## src/rtl/alu_pkg.sv

```systemverilog
// Shared types for the multi-cycle execute-stage ALU: op codes, FSM states, op classification.
// Latency: n/a (types and a pure function only).
// Backpressure: n/a.
package alu_pkg;

    // ALU controller operation codes
    typedef enum logic [3:0] {
        OP_AND = 4'b0000,
        OP_OR  = 4'b0001,
        OP_ADD = 4'b0010,
        OP_SUB = 4'b0011,
        OP_SLL = 4'b0100,
        OP_SRL = 4'b0101,
        OP_SRA = 4'b0111,
        OP_EQ  = 4'b1000,
        OP_SLT = 4'b1100
    } alu_op_e;

    typedef enum logic [1:0] {
        ST_IDLE  = 2'd0,
        ST_SHIFT = 2'd1,
        ST_DONE  = 2'd2
    } alu_state_e;

    // Shifts take the serial path; everything else resolves in one cycle.
    function automatic logic is_shift(input logic [3:0] op);
        return (op == OP_SLL) || (op == OP_SRL) || (op == OP_SRA);
    endfunction

endpackage

```

## src/rtl/alu_comb_core.sv

```systemverilog
// Combinational single-cycle ALU ops (AND/OR/ADD/SUB/EQ/SLT); unknown and shift codes give 0.
// Latency: 0 cycles, purely combinational.
// Backpressure: none; the owner registers the result.
// Ports: op (4-bit code), a/b (operands), result (DATA_WIDTH).
module alu_comb_core
    import alu_pkg::*;
#(
    parameter int DATA_WIDTH = 32
) (
    input  logic [3:0]            op,
    input  logic [DATA_WIDTH-1:0] a,
    input  logic [DATA_WIDTH-1:0] b,
    output logic [DATA_WIDTH-1:0] result
);

    always_comb begin
        result = '0;
        case (op)
            OP_AND:  result = a & b;
            OP_OR:   result = a | b;
            OP_ADD:  result = a + b;   // wraps modulo 2^DATA_WIDTH
            OP_SUB:  result = a - b;
            OP_EQ:   result = {{(DATA_WIDTH-1){1'b0}}, (a == b)};
            OP_SLT:  result = {{(DATA_WIDTH-1){1'b0}}, ($signed(a) < $signed(b))};
            default: result = '0;
        endcase
    end

endmodule

```

## src/rtl/alu_multicycle.sv

```systemverilog
// Execute-stage ALU: single-cycle logic/arith/compare ops, serial one-bit-per-cycle shifts.
// Latency: 1 cycle for single-cycle ops and zero shifts; shamt+1 cycles for shifts.
// Backpressure: valid/ready both sides; result held in DONE until out_ready, in_ready only in IDLE.
// Ports: clk/reset (sync, active-high); in_valid/in_ready + Operation/SrcA/SrcB in;
//        out_valid/out_ready + Result/Zero out (registered).
module alu_multicycle
    import alu_pkg::*;
#(
    parameter int DATA_WIDTH = 32,
    parameter int SHAMT_W    = $clog2(DATA_WIDTH)
) (
    input  logic                  clk,
    input  logic                  reset,
    input  logic                  in_valid,
    output logic                  in_ready,
    input  logic [3:0]            Operation,
    input  logic [DATA_WIDTH-1:0] SrcA,
    input  logic [DATA_WIDTH-1:0] SrcB,
    output logic                  out_valid,
    input  logic                  out_ready,
    output logic [DATA_WIDTH-1:0] Result,
    output logic                  Zero
);

    alu_state_e            state;
    logic [DATA_WIDTH-1:0] shreg;
    logic [SHAMT_W-1:0]    cnt;
    logic [3:0]            sh_op;

    logic [DATA_WIDTH-1:0] core_res;
    logic [DATA_WIDTH-1:0] single_res;
    logic [DATA_WIDTH-1:0] sh_next;
    logic [SHAMT_W-1:0]    shamt;
    logic                  accept;

    alu_comb_core #(.DATA_WIDTH(DATA_WIDTH)) u_core (
        .op     (Operation),
        .a      (SrcA),
        .b      (SrcB),
        .result (core_res)
    );

    assign in_ready = (state == ST_IDLE);
    assign accept   = in_valid & in_ready;
    assign shamt    = SrcB[SHAMT_W-1:0];

    // A zero-distance shift is just a pass-through of SrcA.
    assign single_res = is_shift(Operation) ? SrcA : core_res;

    // One-bit shift step using the op latched at accept.
    always_comb begin
        sh_next = '0;
        case (sh_op)
            OP_SLL:  sh_next = {shreg[DATA_WIDTH-2:0], 1'b0};
            OP_SRA:  sh_next = {shreg[DATA_WIDTH-1], shreg[DATA_WIDTH-1:1]};
            default: sh_next = {1'b0, shreg[DATA_WIDTH-1:1]};
        endcase
    end

    always_ff @(posedge clk) begin
        if (reset) begin
            state     <= ST_IDLE;
            out_valid <= 1'b0;
            Result    <= '0;
            Zero      <= 1'b1;
            cnt       <= '0;
            shreg     <= '0;
            sh_op     <= OP_AND;
        end else begin
            case (state)
                ST_IDLE: begin
                    if (accept) begin
                        if (is_shift(Operation) && (shamt != '0)) begin
                            shreg <= SrcA;
                            cnt   <= shamt;
                            sh_op <= Operation;
                            state <= ST_SHIFT;
                        end else begin
                            Result    <= single_res;
                            Zero      <= (single_res == '0);
                            out_valid <= 1'b1;
                            state     <= ST_DONE;
                        end
                    end
                end
                ST_SHIFT: begin
                    shreg <= sh_next;
                    cnt   <= cnt - SHAMT_W'(1);
                    // Last step: publish the shifted value directly rather than
                    // waiting a cycle for shreg to settle.
                    if (cnt == SHAMT_W'(1)) begin
                        Result    <= sh_next;
                        Zero      <= (sh_next == '0);
                        out_valid <= 1'b1;
                        state     <= ST_DONE;
                    end
                end
                ST_DONE: begin
                    if (out_ready) begin
                        out_valid <= 1'b0;
                        state     <= ST_IDLE;
                    end
                end
                default: begin
                    state     <= ST_IDLE;
                    out_valid <= 1'b0;
                end
            endcase
        end
    end

endmodule
```

## config.mk

```make
export PLATFORM = sky130hd
export DESIGN_NAME = alu_multicycle
export DESIGN_NICKNAME = d
export VERILOG_FILES = /design/src/rtl/alu_pkg.sv /design/src/rtl/alu_comb_core.sv /design/src/rtl/alu_multicycle.sv
export SDC_FILE = /design/constraint.sdc
export NUM_CORES = 1
export LEC_CHECK = 0
export ABC_AREA = 0
export CAP_MARGIN = 15
export CORE_MARGIN = 3
export CORE_UTILIZATION = 66
export DETAILED_ROUTE_END_ITERATION = 7
export DONT_BUFFER_PORTS = 1
export GPL_TIMING_DRIVEN = 0
export PLACE_DENSITY_LB_ADDON = 0.2
export SYNTH_ARGS = -nofsm -noshare
export SYNTH_HDL_FRONTEND = slang
export SYNTH_HIERARCHICAL = 1
export SYNTH_SLANG_ARGS = --single-unit
```

## constraint.sdc

```tcl
create_clock -name clk -period 5.04 [get_ports clk]
set_clock_uncertainty 0.2 [all_clocks]
set_input_delay 0.504 -clock clk [delete_from_list [all_inputs] [get_ports clk]]
set_output_delay 0.504 -clock clk [all_outputs]
set_load 0.01 [all_outputs]
```

# After elaboration in Yosys (flattened, before gate mapping)
# Cells that the tools add are included.
[word_totals] out_inout_bits=35 register_bits=77
[classes] order_cmp=1 n_addsub=3 reduce_logical=14 mux=27 eq_ne=19 n_bitwise=3
[op_table] op="2-to-1 mux 32 bit" count=6
[op_table] op="case mux 32 bit (2 select lines)" count=3
[op_table] op="case mux 32 bit (6 select lines)" count=1
[op_table] op="logical NOT 32 bit" count=2
[op_table] op="adder 32 bit" count=1
[op_table] op="AND 32 bit" count=1
[op_table] op="== test 32 bit" count=1
[op_table] op="< comparator 32 bit" count=1
[op_table] op="bitwise OR 32 bit" count=1
[op_table] op="subtractor 32 bit" count=1
[op_table] op="== test 4 x 3 -> 1 bit, second input constant" count=5
[op_table] op="2-to-1 mux 5 bit" count=2
[op_table] op="case mux 5 bit (2 select lines)" count=1
[op_table] op="AND reduction 3 bit" count=3
[op_table] op="== test 4 x 2 -> 1 bit, second input constant" count=2
[op_table] op="== test 4 bit, second input constant" count=2
[op_table] op="2-to-1 mux 2 bit" count=4
[op_table] op="AND reduction 4 bit" count=2
[op_table] op="2-to-1 mux 1 bit" count=7
[op_table] op="!= test 2 bit, second input constant" count=3
[op_table] op="case mux 2 bit (3 select lines)" count=1
[op_table] op="== test 5 x 1 -> 1 bit, second input constant" count=1
[op_table] op="nonzero test 5 bit" count=1
[op_table] op="subtractor 5 x 1 -> 5 bit, second input constant" count=1
[op_table] op="12 further kinds" count=14

# Depth between registers and ports, before layout
# Gate-level depths: netlist of the first run.
[logic_depth] ltp_word=8 mapped_depth=18

# By module
# Netlist of the first run, hierarchy kept.
[by_module_without_submodules] mod="alu_comb_core" cells_each=728 area_per_inst_um2=4903.5 n_inst=1
[by_module_without_submodules] mod="alu_multicycle" cells_each=621 area_per_inst_um2=4200.3 n_inst=1

# Least setup slack after synthesis of the first run
# OpenSTA, ideal clock, no wires.
[synth_timing] kind="in2reg" from="input port SrcA[0]" to="register Zero" path_stages=18 arrival_time_ps=3601 path_buffers=0 path_slack_ps=1174 path_cell_list="ha_1 -> inv_1 -> fa_1 -> and2b_1 -> o2111ai_1 -> a41oi_2 -> a31oi_2 -> a211oi_1 -> a2111oi_0 -> a211oi_1 -> xnor2_1 -> o221ai_1 -> nor4_1 -> and4_1 -> nand4_1 -> a221oi_1 -> a2111oi_0 -> nor2_1"
[synth_between] elab_chain_cells=7
[synth_rtl] element="start, declared" line_no="alu_multicycle.sv:17" text="input logic [DATA_WIDTH-1:0] SrcA,"
[synth_rtl] element="subtractor 32 bit or adder 32 bit (tied branches)" line_no="alu_comb_core.sv:22, alu_comb_core.sv:21"
[synth_rtl] element="case mux 32 bit (6 select lines) (*)" line_no="alu_comb_core.sv:18" text="case (op)"
[synth_rtl] element="named net core_res[28]" line_no="alu_multicycle.sv:30" text="logic [DATA_WIDTH-1:0] core_res;"
[synth_rtl] element="2-to-1 mux 32 bit (*)" line_no="alu_multicycle.sv:48" text="assign single_res = is_shift(Operation) ? SrcA : core_res;"
[synth_rtl] element="logical NOT 32 bit (*)" line_no="alu_multicycle.sv:80" text="Zero <= (single_res == '0);"
[synth_rtl] element="2-to-1 mux 1 bit (*)" line_no="alu_multicycle.sv:73" text="if (is_shift(Operation) && (shamt != '0)) begin"
[synth_rtl] element="2-to-1 mux 1 bit (*)" line_no="alu_multicycle.sv:72" text="if (accept) begin"
[synth_rtl] element="case mux 1 bit (2 select lines) (*)" line_no="alu_multicycle.sv:70" text="case (state)"
[synth_rtl] element="end signal, assigned" line_no="alu_multicycle.sv:80"
[synth_rtl] element="end signal, assigned" line_no="alu_multicycle.sv:93" text="Zero <= (sh_next == '0);"
[synth_rtl] element="end, declared" line_no="alu_multicycle.sv:22" text="output logic Zero"
# Mark *: on every way through the listed nets, which the timed path passes. The rest lies on a longest branch. The select of a mux whose other input is x is not followed.
# A chain may end at the register's enable or synchronous reset.

# Worst setup path after layout of the first run
[layout_timing] from="input port SrcB[11]" to="register Zero"
[layout_between] elab_chain_cells=7
[layout_rtl] element="start, declared" line_no="alu_multicycle.sv:18" text="input logic [DATA_WIDTH-1:0] SrcB,"
[layout_rtl] element="subtractor 32 bit or adder 32 bit (tied branches)" line_no="alu_comb_core.sv:22, alu_comb_core.sv:21"
[layout_rtl] element="case mux 32 bit (6 select lines) (*)" line_no="alu_comb_core.sv:18"
[layout_rtl] element="named net core_res[22]" line_no="alu_multicycle.sv:30"
[layout_rtl] element="2-to-1 mux 32 bit (*)" line_no="alu_multicycle.sv:48"
[layout_rtl] element="logical NOT 32 bit (*)" line_no="alu_multicycle.sv:80"
[layout_rtl] element="2-to-1 mux 1 bit (*)" line_no="alu_multicycle.sv:73"
[layout_rtl] element="2-to-1 mux 1 bit (*)" line_no="alu_multicycle.sv:72"
[layout_rtl] element="case mux 1 bit (2 select lines) (*)" line_no="alu_multicycle.sv:70"
# Marks and branches as above.

==> results of run 1 <==
==> worst max-delay path: stages <==
cell	delay, ps
sky130_fd_sc_hd__inv_1	40
sky130_fd_sc_hd__ha_1	380
sky130_fd_sc_hd__nor4_1	790
sky130_fd_sc_hd__nand2_1	130
sky130_fd_sc_hd__a211oi_1	510
sky130_fd_sc_hd__nor3_2	140
sky130_fd_sc_hd__o21ai_1	320
sky130_fd_sc_hd__a211oi_1	120
sky130_fd_sc_hd__a21oi_1	190
sky130_fd_sc_hd__xor2_1	230
sky130_fd_sc_hd__o221ai_1	250
sky130_fd_sc_hd__nor4_1	520
sky130_fd_sc_hd__nand4_1	150
sky130_fd_sc_hd__a221oi_1	360
sky130_fd_sc_hd__a2111oi_0	120
sky130_fd_sc_hd__nor2_1	140
==> flip-flops by register name (all words and copies together) (netlist names) <==
register	count
Zero	1
cnt	5
sh_op	4
shreg	32
state	2
Result	32
out_valid	1
==> cell type report <==
class	count	area, um^2
Clock buffer	13	260
Tap cell	176	220
Clock inverter	3	20.0
Fill cell	1170	3740
Inverter	98	368
Buffer	90	420
Multi-Input combinational cell	1084	6770
Sequential cell	77	1540
==> power groups by stage <==
stage                     combinational (mW)  clock (mW)  sequential, mW
final                                  0.798       0.609           0.677
after global routing                   0.859       0.626           0.680
after CTS                              0.763       0.602           0.675
after detailed placement               0.755           0           0.688
after global placement                 0.745           0           0.687
after floorplan                        0.574           0           0.680
==> cells in the final DEF, fill, tap and decap left out, drive strengths merged, types with 4 or more instances in the layout <==
| cell type | n |
|---|---|
| a2111oi | 5 |
| a211oi | 15 |
| a21o | 20 |
| a21oi | 156 |
| a22oi | 4 |
| a311oi | 5 |
| a31oi | 11 |
| and2 | 4 |
| buf | 33 |
| clkbuf | 69 |
| dfxtp | 77 |
| ha | 99 |
| inv | 97 |
| mux2i | 7 |
| nand2 | 247 |
| nand2b | 11 |
| nand3 | 114 |
| nand3b | 6 |
| nand4 | 12 |
| nor2 | 70 |
| nor2b | 4 |
| nor3 | 32 |
| nor4 | 34 |
| o211ai | 42 |
| o21a | 8 |
| o21ai | 42 |
| o21bai | 14 |
| o221ai | 23 |
| o31ai | 12 |
| or3 | 11 |
| or4 | 5 |
| xnor2 | 21 |
| xor2 | 5 |
==> cells by family (layout without fill, tap and decap cells) <==
logic type | Yosys count | in the layout | share of synthesized area
and+or+nand+nor | 565 | 565 | 0.288
AOI/OAI and AO/OA | 385 | 385 | 0.282
buffers and inverters | 188 | 204 | 0.0866
adders and majority gates | 101 | 101 | 0.140
DFF | 77 | 77 | 0.169
xor gates and xnor gates | 26 | 26 | 0.0250
muxes | 7 | 7 | 0.00770
==> metal layers <==
| metal | up-vias | wire (um) |
|---|---|---|
| li1 | 4835 | - |
| met1 | 4854 | 13000 |
| met2 | 912 | 14600 |
| met3 | 210 | 4980 |
| met4 | 0 | 2180 |
| met5 | - | 0 |
==> final timing paths <==
kind | startpoint | end | slack (ps) | cells after the start
setup / recovery | SrcB[11] | Zero$_SDFFE_PP1P_ | 210 | 16
hold / removal | Operation[1] | sh_op[1]$_SDFFE_PP0P_ | 110 | 2
setup reg to reg | state[0]$_SDFFE_PP0P_ | Result[15]$_SDFFE_PP0P_ | 2380 | 6
hold reg to reg | cnt[4]$_SDFFE_PP0P_ | cnt[4]$_SDFFE_PP0P_ | 290 | 2
==> results summary, run 1 <==
The highest achievable clock rate came out at slightly above 200 MHz. The worst setup path is launched from a primary input. The global placer's final weighted congestion came out at 1.05. The cell area that synthesis handed to floorplanning was 9100 um^2.

Measured on the finished design, the core utilization comes to 0.720. By count the netlist is led by sky130_fd_sc_hd__nand2_1 (247), sky130_fd_sc_hd__a21oi_1 (155), sky130_fd_sc_hd__nand3_1 (114). Post-CTS repair changed the size of 0 cells. The iteration count of the initial detailed-routing pass is 6. The static leakage power is 3.85 nW. The routed wire length is ~35000 um. The peak fanout along the critical path is 7.

Measured against its own limit, the worst slew margin works out to 0.349. The worst setup path is captured at a register. The cell row count is 42.

The synthesized net count came out at 1522. Yosys printed 6 warnings. The switching share of power came out at 0.386. The repair_antennas step left the layout with diodes totalling 0. The first-pass GRT wire length came out at 52100 um. The post-CTS clock slew at the launch and capture registers of the worst setup and hold paths came out at around 60 ps. The pin count of the biggest net entering global routing came out at 13. The number of post-CTS setup repair buffers is 0. The total via count in the routed design came out at 10.8k. The count of endpoints failing setup in the final report came out at 0. The hold violation count in the final report is 0. Among all flip-flop cells after synthesis, the most frequent one is sky130_fd_sc_hd__dfxtp_1. The worst hold-check slack came out at 111 ps.

The initial utilization of the core area, before any placement, comes to 0.682. The clock insertion delay at the later pin of the skew report is 340 ps. The overall die height is 123 um. The H-tree was split into 3 levels.

The growth of design area from synthesis to finish came out at 5.50%. The share of power burned in combinational logic came out at 0.383. The post-route fraction of the period consumed by the critical path came out at 0.958. The detailed-route vias per instance is approximately 7.

The total non-filler cell area in the finished layout came out at 9600 um^2. The finished layout holds 1541 standard cells, fillers aside. The area share of the leading cell type in the synthesized netlist is 0.169. Subtracting the final worst setup slack from the clock period gives 4830 ps.

Dividing total power by cell area gives a power density of 217 nW/um^2. The number of max-slew violations in the final report came out at 0. The global-route met2 utilization is 0.661.

The fraction of final layout cells sized beyond drive strength 1 came out at 0.0520. The distinct cell type count of the synthesized netlist is 81. Pin placement for this block handled about 110 I/O pins. TritonCTS built the clock tree.

The antenna violation net count after detailed routing is 0. The most repeated cell in the gate-level netlist after synthesis is sky130_fd_sc_hd__nand2_1. The post-detailed-route DRC marker count came out at 0. The data required time of the critical path came out at 5110 ps. The flow ran to the end, and the final reports show no timing, DRC or antenna violations. The detailed router finished its first iteration with 1729 violations. Each instance of the synthesized netlist takes up on average 6.75 um^2. The core outline area came out at about 13000 um^2. The clock share of power came out at 0.292. Of the total power, registers draw 0.325. Counting flops and latches in the post-synthesis netlist gives 77.

CTS placed an instance of sky130_fd_sc_hd__clkbuf_16 at the clock tree root. Clock tree synthesis found a total of 77 sinks. For this run, asynchronously set or reset flops after synthesis account for 0. The cell internal power dissipation is 1.28 mW. For this design the total switching power over the nets is 0.805 mW. The via count of the first global-routing pass is 9800. sky130_fd_sc_hd__dfxtp_1 takes more of the synthesized area than any other cell.

The critical path class is primary input to register. The cell count after synthesis came out at 1349. The tool flagged a number of max-cap violations equal to 0. The net count of the finished layout came out at 1533. At the pin with the least slew margin, the transition time is 968 ps. Data on the critical path arrives at its endpoint at 4900 ps. Setup slack closes at 213 ps. The met1 demand-to-capacity share in global routing came out at 0.563. In the global route stage, met3 resource usage came out at 0.138. The HPWL after detailed placement came out at 26500 um. The overflow left after global routing is 0.

The horizontal die dimension came out at approximately 120 um. For this run, the register share of the synthesized area comes to 0.169. The peak supply drop is 0.249 mV. Power comes to 2.08 mW. The worst setup timing slack at the placement stage came out at 224 ps. The cell area after placement is 9320 um^2. The area of the die came out at 15200 um^2. The initial antenna violation count is 0. Setup repair after global routing left no endpoint under its margin.

The total negative slack is 0 ps. The busiest layer in global routing is met2. The largest buffer count on any clock path came out at 2. The per-cell routed wire length came out at 22.6 um.

The post-placement cell count came out at 1525. In this run the tool buffered the top-level ports with 0 buffer cells. The min-delay analysis places its worst path in the category primary input to register. TritonCTS created 9 clock buffers. Sorting the synthesized cells by area gives the leading types as sky130_fd_sc_hd__dfxtp_1 (17%), sky130_fd_sc_hd__ha_1 (14%), sky130_fd_sc_hd__nand2_1 (10%), sky130_fd_sc_hd__a21oi_1 (8.5%), sky130_fd_sc_hd__nand3_1 (6.3%).

The number of enable-type register cells in the synthesized netlist is 0. The number of hold buffers added after CTS was 0. The aggregate global-route resource usage is 0.440.
No activity file was read; power rests on OpenSTA's default activity.
==> run 2, diff against run 1 <==
--- a/config.mk
+++ b/config.mk
@@ -7,7 +7,7 @@
 export LEC_CHECK = 0
 export ABC_AREA = 0
 export CAP_MARGIN = 15
-export CORE_MARGIN = 3
+export CORE_MARGIN = 2
 export CORE_UTILIZATION = 66
 export DETAILED_ROUTE_END_ITERATION = 7
 export DONT_BUFFER_PORTS = 1
@@ -15,5 +15,4 @@
 export PLACE_DENSITY_LB_ADDON = 0.2
 export SYNTH_ARGS = -nofsm -noshare
 export SYNTH_HDL_FRONTEND = slang
-export SYNTH_HIERARCHICAL = 1
 export SYNTH_SLANG_ARGS = --single-unit
==> run 2 against run 1 <==
Effect of this change:
- the flow now finishes with violations (DRC)
- clock-buffer cell count is 1 lower
- non-clock buffer count grew 5
- critical path depth fell by 5
- first-iteration DRC count is 8.7% higher
- global-route usage is 6.9 points higher
- synthesized area grew 4.3%
- combinational power is 29% higher
- setup slack improved by 12 ps
- via count is 7.2% higher
==> results summary, run 2 <==
The quantity of hold-fixing buffers added after cts came to 0 (unchanged). The overflow left after global routing is 0 (unchanged). The number of H-tree levels came out at 3 (unchanged). The total negative slack came to 0 ps (unchanged). The critical path class is primary input to register.

The antenna violation net count after detailed routing is 0 (unchanged). The endpoint identified for the worst register-to-register timing path is Zero$_SDFFE_PP1P_. The clock insertion delay at the later pin of the skew report is 340 ps (about the same). The signal on the critical path passes through inv_2 -> clkbuf_1 -> clkbuf_1 -> clkbuf_1 -> buf_1 -> o21ai_0 -> a22oi_1 -> o21ai_0 -> nor3_1 -> nand4b_1 -> o41ai_2. The delay of the slowest critical-path stage is 720 ps (-70 ps). The horizontal die dimension is 124 um (+0.41%).

The tightest slew margin relative to the limit is 0.163 (-0.187). Compared with the post-synthesis result, the final layout area differs by 6.00%. The number of flip-flops and latches in the synthesized netlist came to 77 (unchanged). The post-detailed-route DRC marker count is 11 (+11).

For this design, the slowest cell found on the critical path is sky130_fd_sc_hd__clkbuf_1. The static leakage power is 4.05 nW (+5.3%). The iteration count of the initial detailed-routing pass is 8 (+2). The sequential share of the synthesized area is 0.162 (-0.00698). The async set-or-reset flop fraction in the synthesized netlist came out at 0 (unchanged). The max-cap violation count came to 0 (unchanged).

The routed wire length is 38900 um (+12%). The HPWL after detailed placement came to 29900 um (+13%). The total via count in the routed design came out at 11.6k (+7.2%). The pin count of the biggest net entering global routing is 13 (unchanged). The met3 routing resource usage after global routing is 0.170 (+0.0322). The leading cell type in the layout, fill and taps excluded is sky130_fd_sc_hd__nand2_1. The depth of the worst register-to-register path came out at 11 (+5).

The worst hold-check slack is 133 ps (+22.0 ps). The run finished, with violations left. The layer flagged by global routing as most heavily used is met2. The worst setup timing slack at the placement stage came out at 128 ps (-95.8 ps). The met1 demand-to-capacity share in global routing came to 0.603 (+0.0393). The final critical path time including I/O delays and setup is 4810 ps (-12.5 ps). The first-pass GRT wire length is 58900 um (+13%). The global placer's final weighted congestion is 1.07 (+1.1%). The cell repeated most along the worst path is sky130_fd_sc_hd__clkbuf_1. The initial antenna violation count came out at 0 (unchanged). The worst register-to-register path begins at cnt[0]$_SDFFE_PP0P_. The final reports fail on DRC. The fraction of final layout cells sized beyond drive strength 1 came to 0.0444 (-0.00760). The number of cells on the critical path was 11 (-5). The post-synthesis instance area came to 9500 um^2 (+4.3%).

The transition time at the pin with the least slew margin is 1250 ps (+279 ps). The average instance area after synthesis is 6.89 um^2 (+2.1%). The overall power of the completed layout came to 2.47 mW (+18%).

The largest buffer count on any clock path came out at 2 (unchanged). The number of post-CTS setup repair buffers is 0 (unchanged). By area the synthesized netlist is led by sky130_fd_sc_hd__dfxtp_1 (16%), sky130_fd_sc_hd__ha_1 (13%), sky130_fd_sc_hd__nand2_1 (7.7%), sky130_fd_sc_hd__a21oi_1 (7.6%), sky130_fd_sc_hd__o211ai_1 (4.2%). The largest registers in the layout are Result (32), shreg (32), cnt (5). The initial cell density of the core was 0.679 (-0.00324). The distinct cell type count of the synthesized netlist was 93 (+15%). The reg2reg setup slack was 1180 ps (-1200 ps). The cell row count is 43 (+2.4%). The number of max-slew violations in the final report is 0 (unchanged).

The detailed-route vias per instance came to 7.36 (+4.9%). The per-cell routed wire length is 24.7 um (+9.5%). The worst-case setup margin in the final layout was 225 ps (+12.5 ps). The termination of the worst setup path is Zero$_SDFFE_PP1P_.

The count of endpoints failing setup in the final report is 0 (unchanged). The top-level I/O count came out at 107 (unchanged). The commonest cells after synthesis are sky130_fd_sc_hd__nand2_1 (195), sky130_fd_sc_hd__a21oi_1 (145), sky130_fd_sc_hd__ha_1 (101), sky130_fd_sc_hd__inv_1 (101), sky130_fd_sc_hd__nor2_1 (95).

The top cell types in the final layout, fill and taps aside, are sky130_fd_sc_hd__nand2_1 (195), sky130_fd_sc_hd__a21oi_1 (145), sky130_fd_sc_hd__inv_1 (101), sky130_fd_sc_hd__ha_1 (101), sky130_fd_sc_hd__nor2_1 (95). The hold violation count in the final report came out at 0 (unchanged). In the post-synthesis netlist, the cell with the most instances is sky130_fd_sc_hd__nand2_1. The area share of the leading cell type in the synthesized netlist is 0.162 (-0.00698). The kind of end point of the critical path is a register. The overall die height came out at 124 um (+0.41%). The data required time of the critical path is 5070 ps (-40 ps). The aggregate global-route resource usage is 0.509 (+0.0687). The net count of the finished layout is 1566 (+2.2%). The post-cts gate resize count is 0 (unchanged). The post-route fraction of the period consumed by the critical path was 0.955 (-0.00247).

The number of clock sinks is 77 (unchanged). The arrival time reported for the critical path endpoint is 4850 ps (-50 ps). The via count of the first global-routing pass is 10.8k (+11%). The number of buffers and inverters on the critical path is 5 (+4). The peak fanout along the critical path came to 10 (+3). The highest achievable clock rate came out at 208 MHz (+0.26%).

Setup repair after global routing left no endpoint under its margin. The number of buffers inserted during clock tree synthesis is 9 (unchanged). The most used flip-flop cell after synthesis is sky130_fd_sc_hd__dfxtp_1.

The number of enable-type register cells in the synthesized netlist came out at 0 (unchanged). The synthesized net count came out at 1553 (+2.0%). The CTS tree is built.

The launch point of the critical path is Operation[0]. Of all cell types, the one taking the most synthesized area is sky130_fd_sc_hd__dfxtp_1. The area of the die is 15400 um^2 (+0.81%). The cell family contributing the most delay on the critical path is buffers and inverters. The peak supply drop came out at 0.189 mV (-24%). The cell count after synthesis came out at 1378 (+2.1%).

The number of violations reported at the end of detailed-routing iteration 0 came out at 1879 (+8.7%). Clock tree synthesis selected as its root buffer the cell sky130_fd_sc_hd__clkbuf_16. The power per standard cell area came to 245 nW/um^2 (+13%). The path class of the tightest hold or removal check is primary input to register. The core outline area came out at 14000 um^2 (+4.8%). The global-route met2 utilization was 0.776 (+0.115). The quantity of I/O buffers inserted on ports is 0 (unchanged). The post-CTS clock slew at the launch and capture registers of the worst setup and hold paths came out at 60 ps (about the same). The kind of start point of the critical path is a primary input. The yosys synthesis warning count was 0 (-6). The number of inserted diodes is 0 (unchanged).
run 2: cells by family (layout without fill, tap and decap cells):
| group | after synthesis | count (layout) | share of synthesized area |
|---|---|---|---|
| flops | 77 | 77 | 0.162 |
| buf+inv | 197 | 215 | 0.0804 |
| simple gates | 515 | 515 | 0.261 |
| mux | 28 | 28 | 0.0314 |
| xor+xnor | 7 | 7 | 0.00646 |
| fa+ha+maj | 103 | 103 | 0.137 |
| compound gates | 451 | 451 | 0.322 |
run 2: final cells by class:
| type | instances | area, um^2 |
|---|---|---|
| Inverter | 104 | 390 |
| Fill cell | 1225 | 3920 |
| Tap cell | 180 | 225 |
| Buffer | 93 | 373 |
| Clock buffer | 12 | 256 |
| Sequential cell | 77 | 1540 |
| Timing Repair Buffer | 2 | 12.5 |
| Multi-Input combinational cell | 1104 | 7200 |
| Clock inverter | 4 | 70.1 |
run 2: worst min-delay path by stage:
stage               depth (start not counted)                   start                endpoint  slack (ps)
floorplan                                   2  shreg[30]$_SDFFE_PP0P_  shreg[30]$_SDFFE_PP0P_         240
global placement                            2   sh_op[2]$_SDFFE_PP0P_   sh_op[2]$_SDFFE_PP0P_         260
detailed placement                          1   sh_op[3]$_SDFFE_PP0P_   sh_op[3]$_SDFFE_PP0P_         260
CTS                                         2               out_ready  out_valid$_SDFFE_PP0P_         140
global route                                2               out_ready  out_valid$_SDFFE_PP0P_         150
finish                                      2               out_ready  out_valid$_SDFFE_PP0P_         130
run 2: worst register-to-register path, delay by kind of cell (launching register included):
kind / cells / cell delay, ps
AOI/OAI and AO/OA: 3 / 940
adders and majority gates: 1 / 170
DFF: 1 / 430
and+or+nand+nor: 7 / 2020
run 2: metal layers:
| metal | vias up | routed length (um) |
|---|---|---|
| met3 | 289 | 5980 |
| met5 | - | 0 |
| li1 | 5044 | - |
| met1 | 5231 | 13400 |
| met4 | 0 | 3310 |
| met2 | 1029 | 16200 |
run 2: power breakdown:
part	switching [mW]	internal, mW
combinational	0.697	0.328
sequential	0.0656	0.665
clock	0.254	0.459
run 2: per-stage QoR:
step                      instance area (um^2)   util  std cells
after floorplan                           9500      -       1378
after global placement                    9720  0.695       1558
after detailed placement                  9730  0.695       1559
after CTS                                10100  0.719       1575
after global routing                     10100  0.719       1576
final                                    10100  0.719       1576
